## src/rtl/reg_read_bank.sv

```systemverilog
// ---------------------------------------------------------------------------
// reg_read_bank
//
// General register bank (NREGS x DW), reader side. Takes register writes
// from the CPU datapath, serves two independent registered read ports to
// the ALU operand stage, and contains a dump sequencer. The sequencer
// streams every register, index 0 upward, over a valid/ready debug port.
//
// Optional feature macro: REG_READ_BANK_WRITE_BYPASS_EN
//   defined   : a read or dump load of the address being written in the
//               same cycle returns the new write data.
//   undefined : such a read returns the old register contents, and no
//               forwarding logic is built.
//
// Ports:
//   CLK         clock; all state updates on the rising edge
//   resetn      asynchronous active-low reset
//   wr_en       write strobe
//   wr_addr     write address
//   wr_data     write data
//   rd_a_en     read port A enable
//   rd_a_addr   read port A address
//   rd_a_data   read port A data, registered, holds while rd_a_en=0
//   rd_b_en     read port B enable
//   rd_b_addr   read port B address
//   rd_b_data   read port B data, registered, holds while rd_b_en=0
//   dump_start  pulse to begin a dump; ignored while busy
//   dump_busy   high from the accepted start until the last beat is accepted
//   dump_valid  dump beat valid
//   dump_ready  consumer ready
//   dump_idx    register index of the current beat
//   dump_data   register contents of the current beat
//   dump_last   high with the final beat (index NREGS-1)
// ---------------------------------------------------------------------------
module reg_read_bank #(
    parameter int NREGS = 8,
    parameter int DW    = 16,
    parameter int AW    = 3
) (
    input  logic          CLK,
    input  logic          resetn,
    input  logic          wr_en,
    input  logic [AW-1:0] wr_addr,
    input  logic [DW-1:0] wr_data,
    input  logic          rd_a_en,
    input  logic [AW-1:0] rd_a_addr,
    output logic [DW-1:0] rd_a_data,
    input  logic          rd_b_en,
    input  logic [AW-1:0] rd_b_addr,
    output logic [DW-1:0] rd_b_data,
    input  logic          dump_start,
    output logic          dump_busy,
    output logic          dump_valid,
    input  logic          dump_ready,
    output logic [AW-1:0] dump_idx,
    output logic [DW-1:0] dump_data,
    output logic          dump_last
);

    typedef enum logic [1:0] {
        IDLE = 2'd0,
        LOAD = 2'd1,
        SEND = 2'd2
    } state_t;

    // Combined view of every register, one element per register.
    logic [DW-1:0] reg_file [NREGS];

    // Each register is its own flop group with a decoded write enable.
    generate
        for (genvar gi = 0; gi < NREGS; gi++) begin : g_reg
            logic [DW-1:0] q_reg;

            always_ff @(posedge CLK or negedge resetn) begin
                if (!resetn) begin
                    q_reg <= '0;
                end else if (wr_en && (wr_addr == AW'(gi))) begin
                    q_reg <= wr_data;
                end
            end

            assign reg_file[gi] = q_reg;
        end
    endgenerate

    // Dump sequencer state
    state_t        state_reg;
    logic [AW-1:0] idx_reg;
    logic          busy_reg;
    logic          valid_reg;
    logic          last_reg;
    logic [AW-1:0] dump_idx_reg;
    logic [DW-1:0] dump_data_reg;

    // Read port registers
    logic [DW-1:0] rd_a_data_reg;
    logic [DW-1:0] rd_b_data_reg;

    // Values each consumer captures on the next edge
    logic [DW-1:0] rd_a_next;
    logic [DW-1:0] rd_b_next;
    logic [DW-1:0] dump_data_next;

`ifdef REG_READ_BANK_WRITE_BYPASS_EN
    // A write to the address being read in the same cycle is forwarded, so
    // the reader sees the value the register holds after this edge.
    assign rd_a_next      = (wr_en && (wr_addr == rd_a_addr)) ? wr_data : reg_file[rd_a_addr];
    assign rd_b_next      = (wr_en && (wr_addr == rd_b_addr)) ? wr_data : reg_file[rd_b_addr];
    assign dump_data_next = (wr_en && (wr_addr == idx_reg))   ? wr_data : reg_file[idx_reg];
`else
    // No forwarding: a same-cycle write is visible only from the next cycle on.
    assign rd_a_next      = reg_file[rd_a_addr];
    assign rd_b_next      = reg_file[rd_b_addr];
    assign dump_data_next = reg_file[idx_reg];
`endif

    always_ff @(posedge CLK or negedge resetn) begin
        if (!resetn) begin
            rd_a_data_reg <= '0;
            rd_b_data_reg <= '0;
        end else begin
            if (rd_a_en) begin
                rd_a_data_reg <= rd_a_next;
            end
            if (rd_b_en) begin
                rd_b_data_reg <= rd_b_next;
            end
        end
    end

    // Dump FSM. LOAD samples one register into the beat registers, and SEND
    // holds the beat until it is accepted. This costs one bubble cycle per
    // beat. The index stops at NREGS-1 and returns to 0 after the last
    // beat, so it never wraps.
    always_ff @(posedge CLK or negedge resetn) begin
        if (!resetn) begin
            state_reg     <= IDLE;
            idx_reg       <= '0;
            busy_reg      <= 1'b0;
            valid_reg     <= 1'b0;
            last_reg      <= 1'b0;
            dump_idx_reg  <= '0;
            dump_data_reg <= '0;
        end else begin
            case (state_reg)
                IDLE: begin
                    if (dump_start) begin
                        state_reg <= LOAD;
                        idx_reg   <= '0;
                        busy_reg  <= 1'b1;
                    end
                end
                LOAD: begin
                    dump_data_reg <= dump_data_next;
                    dump_idx_reg  <= idx_reg;
                    valid_reg     <= 1'b1;
                    last_reg      <= (idx_reg == AW'(NREGS - 1));
                    state_reg     <= SEND;
                end
                SEND: begin
                    // The beat registers stay untouched here, so the beat is
                    // stable while the consumer stalls.
                    if (valid_reg && dump_ready) begin
                        valid_reg <= 1'b0;
                        if (last_reg) begin
                            busy_reg  <= 1'b0;
                            idx_reg   <= '0;
                            state_reg <= IDLE;
                        end else begin
                            idx_reg   <= idx_reg + 1'b1;
                            state_reg <= LOAD;
                        end
                    end
                end
                default: begin
                    state_reg <= IDLE;
                end
            endcase
        end
    end

    assign rd_a_data  = rd_a_data_reg;
    assign rd_b_data  = rd_b_data_reg;
    assign dump_busy  = busy_reg;
    assign dump_valid = valid_reg;
    assign dump_idx   = dump_idx_reg;
    assign dump_data  = dump_data_reg;
    assign dump_last  = last_reg;

endmodule

```

## config.mk

```make
export PLATFORM = sky130hd
export DESIGN_NAME = reg_read_bank
export DESIGN_NICKNAME = d
export VERILOG_FILES = /design/src/rtl/reg_read_bank.sv
export SDC_FILE = /design/constraint.sdc
export NUM_CORES = 1
export LEC_CHECK = 0
export CORE_ASPECT_RATIO = 0.6
export CORE_MARGIN = 5
export CORE_UTILIZATION = 50
export CTS_BUF_LIST = sky130_fd_sc_hd__clkbuf_4
export CTS_CLUSTER_DIAMETER = 40
export DETAILED_ROUTE_END_ITERATION = 16
export PLACE_DENSITY = 0.7
export SETUP_SLACK_MARGIN = 0.15
export SKIP_LAST_GASP = 1
export SLEW_MARGIN = 20
export SYNTH_ARGS = -nofsm -noshare
export SYNTH_HDL_FRONTEND = slang
export SYNTH_SLANG_ARGS = --single-unit
```

## constraint.sdc

```tcl
create_clock -name CLK -period 1.8 [get_ports CLK]
set_input_delay 0.36 -clock CLK [delete_from_list [all_inputs] [get_ports CLK]]
set_output_delay 0.36 -clock CLK [all_outputs]
set_load 0.01 [all_outputs]
```

==> flow_summary.json <==
{
  "stdcell_count": 1264,
  "finalInstanceArea_um2": 12160,
  "synth_area_um2": 10400,
  "synth-seq-cells": 187,
  "path_clk_slew_ns": 0.14,
  "viasPerCell": 6.093,
  "grt_max_degree": 44,
  "maxCapViolations": 0,
  "power_mw": 12.87,
  "grt_setup_unrepaired": "yes",
  "wl_met1_um": 14820,
  "clk_root_buffer_cell": "clkbuf_4",
  "slew_violations": 0,
  "yosysWarnings": 0,
  "clkLatencyLatePin_ns": 0.58,
  "yosysSeqAreaShare": 0.4499,
  "wl_met2_um": 12380,
  "layout_min_cycle_time_ns": 1.593,
  "die_w_um": 196.2,
  "io_buffers": 85,
  "place_inst": 1214,
  "synth-edff-count": 0,
  "final_common_cell": "dfrtp_1",
  "hold_class": "in2async",
  "most-common-layout-cells": "186 x dfrtp_1, 163 x mux2_2, 130 x mux2i_1",
  "holdWs_ns": 0.2670,
  "overflow": 0,
  "nets": 1015,
  "fp-row-count": 40,
  "wl_per_cell_um": 23.73,
  "synth_area_per_cell_um2": 12.17,
  "synth_fp_nets": 889,
  "hold_viol": 0,
  "clockBufferDepth": 2,
  "antenna_left": 0,
  "area_delta_synth_final_pct": 16.95,
  "worst_setup_path_start_kind": "flip-flop",
  "cts_tree": "built",
  "synth_cell_types": 33,
  "cts_sinks": 187,
  "antenna_found_initial": 1,
  "grt_pass1_wl_um": 46770,
  "cts_buffers": 17,
  "wl_met3_um": 2401,
  "yosysTopAreaCellShare": 0.4499,
  "crit_buf_inv": 1,
  "gp_congestion": 0.8784,
  "hpwlAfterDp_um": 20510,
  "status": "completed",
  "fin_crit_sh": 0.8851,
  "arrival_ns": 1.23,
  "post-route-util": 0.6016,
  "start_util": 0.5144,
  "ios": 86,
  "cts_max_level": 4,
  "cp_max_fo": 2,
  "n_antenna_cell": 0,
  "cp_slowest_stage_delay_ns": 0.42,
  "synth_top_cell_by_area": "dfrtp_1",
  "fmax_ghz": 0.6277,
  "crit_chain": "clkdlybuf4s15_1",
  "crit_type": "reg2out",
  "gr-usage-all-layers": 0.2560,
  "synth.area.top_cells": "dfrtp_1 45%, mux2_2 18%, mux2i_1 13%",
  "route.top_layer_used": "met5",
  "synth_ff_type": "dfrtp_1",
  "dr.pass1.iters": 5,
  "tightest_slew_ns": 0.4347,
  "power.leakage_nw": 5.519,
  "post_dp_cell_area_um2": 12050,
  "ir_worst_vdd_uv": 790.9,
  "end_kind": "primary output",
  "place_ws_ns": -0.2293,
  "fin_setup_tns_ns": 0,
  "postSynthCellCount": 855,
  "setup_violations": 0,
  "die_h_um": 121.7,
  "drtIter0Drc": 602,
  "route.final.wire_length_um": 29990,
  "async_flop_share": 1.000,
  "die_area_um2": 23880,
  "drc": 0,
  "relSlewSlack": 0.7102,
  "num_vias": 7702,
  "largest_reg_flops": 128,
  "cp_top_family": "flip-flops",
  "coreArea_um2": 20220,
  "drive_above_1_share": 0.3471,
  "critical-path-slowest-cell": "dfrtp_1",
  "critPathRequiredTime_ns": 1.44,
  "setup_ws_ns": 0.2069,
  "skew_ns": 0.02063,
  "power_density_nw_per_um2": 1058,
  "grt_pass1_vias": 7724
}
-- cells in the mapped netlist (5+ instances only) --
library cell,number
nand2b_1,5
o31ai_1,16
buf_6,5
buf_2,28
nand3_1,33
mux2i_1,130
dfrtp_1,187
o2bb2ai_1,6
mux2_2,163
a22o_1,13
o22ai_1,14
inv_1,5
nor2b_1,68
buf_4,17
a22oi_1,32
nand2_1,25
clkbuf_1,19
a211o_1,32
a41o_1,32
-- timing repair --
action,4_1_cts,5_1_grt
endpoints found under the setup margin,54,46
hold buffers,1,0
gates resized for setup,129,46
buffers inserted,14,6
cloned,0,0
endpoints found under the hold margin,36,0
-- power by group --
group          leakage (nW)  internal, mW  switching [mW]
logic                  3.13          2.42            2.21
clock network         0.119         0.651            1.41
registers              2.27          5.19           0.977
total                  5.52          8.27            4.60
-- cell families after synthesis --
kind of cell	after synthesis	synth area share
muxes	293	0.3016
DFF	187	0.4499
AOI/OAI and AO/OA	152	0.1207
and+or+nand+nor	145	0.08493
buffers and inverters	76	0.04054
adders and majority gates	2	0.002405
-- layout make-up --
cell class / instances / area (µm²)
Sequential cell: 187 / 4681
Clock inverter: 11 / 82.58
Timing Repair Buffer: 178 / 1603
Clock buffer: 18 / 135.1
Fill cell: 1692 / 8055
Multi-Input combinational cell: 592 / 5303
Tap cell: 273 / 341.6
Inverter: 5 / 18.77
-- metal layers --
metal	track usage	up-vias
met5	0	-
met4	0.05580	2
met3	0.06523	29
met2	0.3597	281
met1	0.3962	3912
li1	-	3478
-- worst paths after layout --
check                              from           endpoint  slack, ns  cells after the start
hold reg to reg            dump_data[0]       dump_data[0]       0.49                      2
min in group CLK           rd_a_addr[0]       rd_a_data[1]       0.40                      4
hold / removal                   resetn  g_reg[7].q_reg[4]       0.27                      2
max in group asynchronous        resetn  g_reg[2].q_reg[1]       0.91                      3
setup reg to reg             idx_reg[1]       dump_data[7]       0.28                      4
setup / recovery              dump_last          dump_last       0.21                      1
Note: power is estimated with default switching activity, not from simulation.
